--- config.mk ---
export PLATFORM = sky130hd
export DESIGN_NAME = lcd_bus_sequencer_flat
export DESIGN_NICKNAME = d
export VERILOG_FILES = /design/src/rtl/lcd_bus_sequencer_pkg.sv /design/src/rtl/lcd_bus_sequencer_if.sv /design/src/rtl/lcd_cmd_fifo.sv /design/src/rtl/lcd_bus_sequencer.sv /design/src/flat_wrapper.sv
export SDC_FILE = /design/constraint.sdc
export NUM_CORES = 1
export LEC_CHECK = 0
export BUFFER_PORTS_ARGS = -buffer_cell sky130_fd_sc_hd__buf_2
export CELL_PAD_IN_SITES_DETAIL_PLACEMENT = 0
export CELL_PAD_IN_SITES_GLOBAL_PLACEMENT = 2
export CORE_UTILIZATION = 40
export CTS_CLUSTER_SIZE = 10
export DETAILED_ROUTE_END_ITERATION = 12
export GPL_TIMING_DRIVEN = 1
export PLACE_DENSITY = 0.89
export SYNTH_ARGS = -nofsm -noshare
export SYNTH_HDL_FRONTEND = slang
export SYNTH_SLANG_ARGS = --single-unit
--- constraint.sdc ---
create_clock -name i_clk -period 4.7 [get_ports i_clk]
set_input_delay 0.705 -clock i_clk [delete_from_list [all_inputs] [get_ports i_clk]]
set_output_delay 0.705 -clock i_clk [all_outputs]
set_load 0.03 [all_outputs]
--- src/rtl/lcd_bus_sequencer_pkg.sv ---
// Shared types and constants for the LCD bus sequencer: FSM states, word bit
// positions, command codes and the queued {rs,data} entry.
package lcd_pkg;

    typedef enum logic [2:0] {
        IDLE,
        SETUP,
        ENABLE,
        HOLD,
        WAIT
    } lcd_state_e;

    localparam int LCD_ON_BIT = 31;
    localparam int LCD_RS_BIT = 10;
    localparam int LCD_EN_BIT = 8;

    localparam logic [7:0] LCD_CMD_CLEAR = 8'h01;
    localparam logic [7:0] LCD_CMD_HOME  = 8'h02;

    typedef struct packed {
        logic       rs;
        logic [7:0] data;
    } lcd_entry_t;

    function automatic int max2(input int a, input int b);
        return (a > b) ? a : b;
    endfunction

    // Clear (0x01) and home (0x02/0x03) need the long busy wait on the panel.
    function automatic logic is_long_cmd(input logic rs, input logic [7:0] data);
        return !rs && (data[7:2] == 6'd0) && (data != 8'd0);
    endfunction

endpackage

--- src/rtl/lcd_bus_sequencer_if.sv ---
// LCD buffer word in, LCD pins and status out. The sequencer takes the slave view,
// the CPU-side driver the master view.
interface lcd_bus_sequencer_if;
    logic [31:0] i_lcd_word;
    logic [7:0]  o_lcd_data;
    logic        o_lcd_rs;
    logic        o_lcd_rw;
    logic        o_lcd_en;
    logic        o_lcd_on;
    logic        o_busy;
    logic        o_overflow;

    modport master (
        output i_lcd_word,
        input  o_lcd_data, o_lcd_rs, o_lcd_rw, o_lcd_en, o_lcd_on, o_busy, o_overflow
    );

    modport slave (
        input  i_lcd_word,
        output o_lcd_data, o_lcd_rs, o_lcd_rw, o_lcd_en, o_lcd_on, o_busy, o_overflow
    );
endinterface

--- src/rtl/lcd_cmd_fifo.sv ---
// First-word fall-through FIFO for queued LCD strobes. A push while full is
// accepted only when a pop frees the slot in the same cycle.
module lcd_cmd_fifo #(
    parameter int DEPTH = 4,
    parameter int WIDTH = 9
) (
    input  logic                     clk,
    input  logic                     rst,
    input  logic                     push,
    input  logic                     pop,
    input  logic [WIDTH-1:0]         wdata,
    output logic [WIDTH-1:0]         rdata,
    output logic                     full,
    output logic                     empty,
    output logic [$clog2(DEPTH):0]   count
);
    localparam int AW   = $clog2(DEPTH);
    localparam int CNTW = AW + 1;

    logic [WIDTH-1:0] mem [DEPTH];
    logic [AW-1:0]    wr_ptr;
    logic [AW-1:0]    rd_ptr;
    logic             do_push;
    logic             do_pop;

    assign empty   = (count == '0);
    assign full    = (count == CNTW'(DEPTH));
    assign do_pop  = pop && !empty;
    assign do_push = push && (!full || do_pop);
    assign rdata   = mem[rd_ptr];

    always_ff @(posedge clk) begin
        if (rst) begin
            wr_ptr <= '0;
            rd_ptr <= '0;
            count  <= '0;
        end else begin
            if (do_push) begin
                mem[wr_ptr] <= wdata;
                wr_ptr      <= wr_ptr + 1'b1;
            end
            if (do_pop) begin
                rd_ptr <= rd_ptr + 1'b1;
            end
            case ({do_push, do_pop})
                2'b10:   count <= count + 1'b1;
                2'b01:   count <= count - 1'b1;
                default: ;
            endcase
        end
    end
endmodule

--- src/rtl/lcd_bus_sequencer.sv ---
// Turns EN strobes in the LCD buffer word into timed HD44780 write cycles:
// setup, E pulse, hold, then a busy wait sized by the command.
module lcd_bus_sequencer
    import lcd_pkg::*;
#(
    parameter int FIFO_DEPTH  = 4,
    parameter int T_SETUP_CYC = 3,
    parameter int T_EN_CYC    = 25,
    parameter int T_HOLD_CYC  = 2,
    parameter int T_CMD_CYC   = 2500,
    parameter int T_CLR_CYC   = 82000
) (
    input  logic               i_clk,
    input  logic               i_reset,
    lcd_bus_sequencer_if.slave bus
);
    localparam int T_MAX = max2(max2(max2(T_SETUP_CYC, T_EN_CYC), max2(T_HOLD_CYC, T_CMD_CYC)),
                                T_CLR_CYC);
    localparam int CW    = $clog2(T_MAX) + 1;
    localparam int FW    = $clog2(FIFO_DEPTH) + 1;

    lcd_state_e    state, state_d;
    logic [CW-1:0] cnt, cnt_d;
    logic          en_q;
    logic          strobe;
    logic          pop;
    logic          full;
    logic          empty;
    logic [FW-1:0] count;
    lcd_entry_t    wentry;
    lcd_entry_t    rentry;
    logic          rs;
    logic [7:0]    data;
    logic          lcd_en;
    logic          lcd_on;
    logic          overflow;
    logic          unused_word_bits;

    assign strobe = bus.i_lcd_word[LCD_EN_BIT] && !en_q;
    assign wentry = '{rs: bus.i_lcd_word[LCD_RS_BIT], data: bus.i_lcd_word[7:0]};
    assign unused_word_bits = ^{bus.i_lcd_word[30:11], bus.i_lcd_word[9]};

    lcd_cmd_fifo #(
        .DEPTH(FIFO_DEPTH),
        .WIDTH(9)
    ) fifo (
        .clk   (i_clk),
        .rst   (i_reset),
        .push  (strobe),
        .pop   (pop),
        .wdata (wentry),
        .rdata (rentry),
        .full  (full),
        .empty (empty),
        .count (count)
    );

    always_comb begin
        state_d = state;
        cnt_d   = cnt;
        pop     = 1'b0;
        case (state)
            IDLE: begin
                if (!empty) begin
                    pop     = 1'b1;
                    cnt_d   = CW'(T_SETUP_CYC - 1);
                    state_d = SETUP;
                end
            end
            SETUP: begin
                if (cnt == '0) begin
                    cnt_d   = CW'(T_EN_CYC - 1);
                    state_d = ENABLE;
                end else begin
                    cnt_d = cnt - 1'b1;
                end
            end
            ENABLE: begin
                if (cnt == '0) begin
                    cnt_d   = CW'(T_HOLD_CYC - 1);
                    state_d = HOLD;
                end else begin
                    cnt_d = cnt - 1'b1;
                end
            end
            HOLD: begin
                if (cnt == '0) begin
                    cnt_d   = is_long_cmd(rs, data) ? CW'(T_CLR_CYC - 1) : CW'(T_CMD_CYC - 1);
                    state_d = WAIT;
                end else begin
                    cnt_d = cnt - 1'b1;
                end
            end
            WAIT: begin
                if (cnt == '0) begin
                    state_d = IDLE;
                end else begin
                    cnt_d = cnt - 1'b1;
                end
            end
            default: state_d = IDLE;
        endcase
    end

    // en_q tracks the word even in reset so a level held across release is not an edge.
    always_ff @(posedge i_clk) begin
        en_q <= bus.i_lcd_word[LCD_EN_BIT];
        if (i_reset) begin
            state    <= IDLE;
            cnt      <= '0;
            rs       <= 1'b0;
            data     <= '0;
            lcd_en   <= 1'b0;
            lcd_on   <= 1'b0;
            overflow <= 1'b0;
        end else begin
            state  <= state_d;
            cnt    <= cnt_d;
            lcd_en <= (state_d == ENABLE);
            lcd_on <= bus.i_lcd_word[LCD_ON_BIT];
            if (pop) begin
                {rs, data} <= rentry;
            end
            if (strobe && full && !pop) begin
                overflow <= 1'b1;
            end
        end
    end

    assign bus.o_lcd_data = data;
    assign bus.o_lcd_rs   = rs;
    assign bus.o_lcd_rw   = 1'b0;
    assign bus.o_lcd_en   = lcd_en;
    assign bus.o_lcd_on   = lcd_on;
    assign bus.o_busy     = (state != IDLE) || (count != '0);
    assign bus.o_overflow = overflow;
endmodule

--- src/flat_wrapper.sv ---
// flat-port wrapper written by rule: the top's interface ports become plain ports
module lcd_bus_sequencer_flat import lcd_pkg::*;
#(
    parameter int FIFO_DEPTH  = 4,
    parameter int T_SETUP_CYC = 3,
    parameter int T_EN_CYC    = 25,
    parameter int T_HOLD_CYC  = 2,
    parameter int T_CMD_CYC   = 2500,
    parameter int T_CLR_CYC   = 82000
)
  (i_clk, i_reset, bus_i_lcd_word, bus_o_lcd_data, bus_o_lcd_rs, bus_o_lcd_rw, bus_o_lcd_en, bus_o_lcd_on, bus_o_busy, bus_o_overflow);
  lcd_bus_sequencer_if bus_i ();
  input  logic i_clk;
  input  logic i_reset;
  input wire logic [$bits(bus_i.i_lcd_word)-1:0] bus_i_lcd_word;
  output wire logic [$bits(bus_i.o_lcd_data)-1:0] bus_o_lcd_data;
  output wire logic [$bits(bus_i.o_lcd_rs)-1:0] bus_o_lcd_rs;
  output wire logic [$bits(bus_i.o_lcd_rw)-1:0] bus_o_lcd_rw;
  output wire logic [$bits(bus_i.o_lcd_en)-1:0] bus_o_lcd_en;
  output wire logic [$bits(bus_i.o_lcd_on)-1:0] bus_o_lcd_on;
  output wire logic [$bits(bus_i.o_busy)-1:0] bus_o_busy;
  output wire logic [$bits(bus_i.o_overflow)-1:0] bus_o_overflow;
  assign bus_i.i_lcd_word = bus_i_lcd_word;
  assign bus_o_lcd_data = bus_i.o_lcd_data;
  assign bus_o_lcd_rs = bus_i.o_lcd_rs;
  assign bus_o_lcd_rw = bus_i.o_lcd_rw;
  assign bus_o_lcd_en = bus_i.o_lcd_en;
  assign bus_o_lcd_on = bus_i.o_lcd_on;
  assign bus_o_busy = bus_i.o_busy;
  assign bus_o_overflow = bus_i.o_overflow;
  lcd_bus_sequencer #(.FIFO_DEPTH(FIFO_DEPTH), .T_SETUP_CYC(T_SETUP_CYC), .T_EN_CYC(T_EN_CYC), .T_HOLD_CYC(T_HOLD_CYC), .T_CMD_CYC(T_CMD_CYC), .T_CLR_CYC(T_CLR_CYC)) u_core (.i_clk(i_clk), .i_reset(i_reset), .bus(bus_i));
endmodule
==> key figures <==
Run status
  • Outcome: finished, final reports clean

Route
  • Vias/cell: 5.305
  • Met2 WL: 3385 um
  • Top Layer Used: met4
  • Vias after detailed routing: 2488
  • Residual DRC: 0
  • Initial DRC Count: 104
  • Antenna Violating Nets Remaining: 0
  • WL met3: 255 um
  • DRT Wirelength: 7238 um
  • Routed len/inst: 15.43 um
  • First-pass DRT Iterations: 4
  • DRT met1 WL: 3420 um

Min path
  • Worst Hold Class: in2reg

Synth
  • Syn Inst Count: 336
  • Post-synth top area share: 0.3065
  • Sequential cell area fraction in the yosys report: 0.5392
  • Distinct cells, synth: 51
  • Ys flop type: dfxtp_1
  • Area contributors post-synth: edfxtp_1, dfxtp_1, mux4_2
  • Synth Net Count: 377
  • Area leader, netlist: edfxtp_1
  • #FFs+latches synth: 77
  • Share of synthesized registers carrying an async set or reset: 0
  • Mapped Area: 3527 sq um
  • Yosys warning total: 0
  • Syn_area_per_cell: 10.50 sq um
  • Number of synthesized flops with an enable pin: 36

Power
  • Net Sw Frac: 0.4506
  • Int Pwr: 1589 uW
  • Logic pwr share: 0.488
  • Reg power frac: 0.339
  • PD cells: 734.6 nW/um^2
  • Max IR drop VDD: 0.0003097 V
  • LEAKAGE: 0.001431 uW
  • Clock power frac: 0.173
  • Net switching power: 1303 uW

Floorplan
  • Core ar.: 8382 sq um
  • DIE HEIGHT: 95.91 um
  • Initial core utilization: 0.4208
  • Row cnt: 33
  • Die X-Extent: 95.91 um
  • # IOs: 48
  • Die ar.: 9198 sq um

Clock tree
  • Max clock buf depth: 2
  • TritonCTS clock tree: yes
  • Hold Buf Count CTS: 0
  • Post-cts resize count: 0
  • Clk root buf: clkbuf_8
  • Clock-pin transition on the worst setup and hold timing paths: 0.09 ns
  • Total CTS buffers: 9
  • Clock Latency Late Sink: 0.37 ns
  • Post-CTS setup buffer count: 0
  • Clk sink count: 77
  • CTS H-Tree Depth: 3

Global routing
  • Vias in the first global route: 2391
  • Initial antenna violation count: 0
  • Gr ovfl total: 0
  • First-pass GRT wire length: 12070 um
  • Pin count of the biggest net entering global routing: 38
  • Total track usage: 0.1787

Job
  • Maxcap violations: 0

Setup path
  • Reg2reg setup slack: 1.92 ns
  • Critical path launch point type: register
  • Crit Path Max Fanout: 11
  • Largest stage delay, worst path: 0.63 ns
  • Req. time, crit path: 4.96 ns
  • Worst path arrival time: 3.04 ns
  • Worst-path cell chain: inv_1, ha_1, nor4b_1, nand4_1, nor2_1, buf_4, a21oi_1, or3_1, a22o_1
  • Worst R2R End: u_core.cnt[16]
  • Worst setup path endpoint: u_core.cnt[16]
  • Worst Setup SP: u_core.cnt[0]
  • Crit Path Category: reg2reg
  • Worst Setup End Kind: register
  • Worst flop-to-flop path startpoint: u_core.cnt[0]
  • Crit path max-delay cell type: nor2_1
  • Cells on worst reg2reg path: 9

Timing
  • Final Cycle Share: 0.5916
  • Pin slew with the least headroom to its limit: 0.7189 ns
  • Relative slew slack: 0.5190
  • Final setup violation count: 0
  • Setup TNS: 0 ns
  • RSZ-0062 raised after global routing: false
  • Max-slew violation count: 0
  • Final Critical Period: 2.781 ns
  • Final setup margin: 1.919 ns
  • Worst Skew: 0.01154 ns
  • Final Hold Viols: 0
  • Fmax: 0.3596 GHz

Layout
  • Layout Nets: 400
  • Reg area: 1902 sq um
  • Multi-input gate area: 1524 sq um
  • Layout cells sized above 1: 0.1731
  • Final core utilization: 0.4696
  • Area grow syn2layout: 11.60%
  • N_diodes: 0
  • FILL cells: 801

Place
  • # port buffers: 25
  • DP HPWL: 5007 um
  • GP Congestion: 0.7979
  • Setup WS pre-CTS: 1.997 ns
## critical path: cells and delay by family (launching register included)
kind | cells | cell delay [ns]
adder cells (fa/ha/maj) | 1 | 0.19
AND/OR/NAND/NOR | 4 | 1.47
AO/OA/AOI/OAI | 2 | 0.26
buffers and inverters | 2 | 0.40
flip-flops | 1 | 0.36
## registers in the layout, indices dropped and copies added, names as in the netlist
| signal | cells |
|---|---|
| u_core.bus.o_lcd_rs | 1 |
| u_core.bus.o_overflow | 1 |
| u_core.state | 3 |
| u_core.bus.o_lcd_en | 1 |
| u_core.cnt | 18 |
| u_core.bus.o_lcd_data | 8 |
| u_core.en_q | 1 |
| u_core.fifo.wr_ptr | 2 |
| u_core.fifo.mem | 36 |
| u_core.fifo.count | 3 |
| u_core.fifo.rd_ptr | 2 |
| u_core.bus.o_lcd_on | 1 |
## cells in the final DEF (no fill, tap or decap), types with 7 or more instances in the layout
cell type  instances
edfxtp_1          36
nand2_1           34
or3_1              8
xnor2_1           11
a21oi_1           24
nor4_1             7
o21ai_0           15
buf_2             25
mux4_2             9
nor3_1            18
dfxtp_1           41
clkbuf_8           9
nor2_1            33
inv_1             10
## through the flow
stage          hold slack (ns)  power [uW]  std cells  instance area [sq um]
4_1_cts                 0.4442        2906        469                   3936
3_3_place_gp            0.4619        2405        453                   3742
2_1_floorplan           0.4416        2059        336                   3527
6_report                0.4557        2892        469                   3936
5_1_grt                 0.4486        3119        469                   3936
3_5_place_dp            0.4640        2401        453                   3742
## how the worst min path moves through the flow
| stage | slack [ns] | depth (start not counted) | startpoint | to |
|---|---|---|---|---|
| 5_1_grt | 0.45 | 1 | bus_i_lcd_word[8] | u_core.en_q |
| 6_report | 0.46 | 1 | bus_i_lcd_word[8] | u_core.en_q |
| 4_1_cts | 0.44 | 1 | bus_i_lcd_word[8] | u_core.en_q |
| 2_1_floorplan | 0.44 | 2 | u_core.cnt[7] | u_core.cnt[7] |
| 3_5_place_dp | 0.46 | 2 | u_core.bus.o_overflow | u_core.bus.o_overflow |
| 3_3_place_gp | 0.46 | 2 | u_core.bus.o_lcd_data[7] | u_core.bus.o_lcd_data[7] |
## routing by layer
| layer | vias to the layer above | global-route usage |
|---|---|---|
| met4 | 0 | 0.08209 |
| met2 | 45 | 0.2810 |
| met3 | 13 | 0.04897 |
| met1 | 1172 | 0.2291 |
| met5 | - | 0 |
| li1 | 1258 | - |
## power by group through the flow
stage,logic [uW],clock network (uW),registers (uW)
4_1_cts,1410,512,981
2_1_floorplan,1060,0,996
3_3_place_gp,1410,0,994
3_5_place_dp,1410,0,995
6_report,1410,500,981
5_1_grt,1580,535,1000
## final cells by class
cell class                      instances  area share
Clock inverter                          7     0.01780
Tap cell                              105     0.03338
Multi-Input combinational cell        233      0.3872
Inverter                               10    0.009536
Clock buffer                            9     0.03147
Sequential cell                        77      0.4832
Timing Repair Buffer                   28     0.03751
## Yosys cell counts, types with 4 or more instances
master / number
and2_1: 4
a21oi_1: 24
ha_1: 6
nor4_1: 7
nor3_1: 18
edfxtp_1: 36
xor2_1: 6
o21ai_0: 15
dfxtp_1: 41
inv_1: 10
nor2_1: 33
or3_1: 8
xnor2_1: 11
clkbuf_1: 12
nand2_1: 34
mux4_2: 9
nand3_1: 5
or2_2: 4
nand2b_1: 4
a31oi_1: 4
## cells by family (layout without fill, tap and decap cells)
logic type | Yosys count | after routing | share of synthesized area
and+or+nand+nor | 135 | 135 | 0.1944
DFF | 77 | 77 | 0.5392
AOI/OAI and AO/OA | 64 | 64 | 0.1100
buffers and inverters | 26 | 54 | 0.02873
xor gates and xnor gates | 17 | 17 | 0.04221
muxes | 9 | 9 | 0.05747
adders and majority gates | 7 | 7 | 0.02696
other | 1 | 1 | 0.001063
Power figures use the tool's default switching activity.
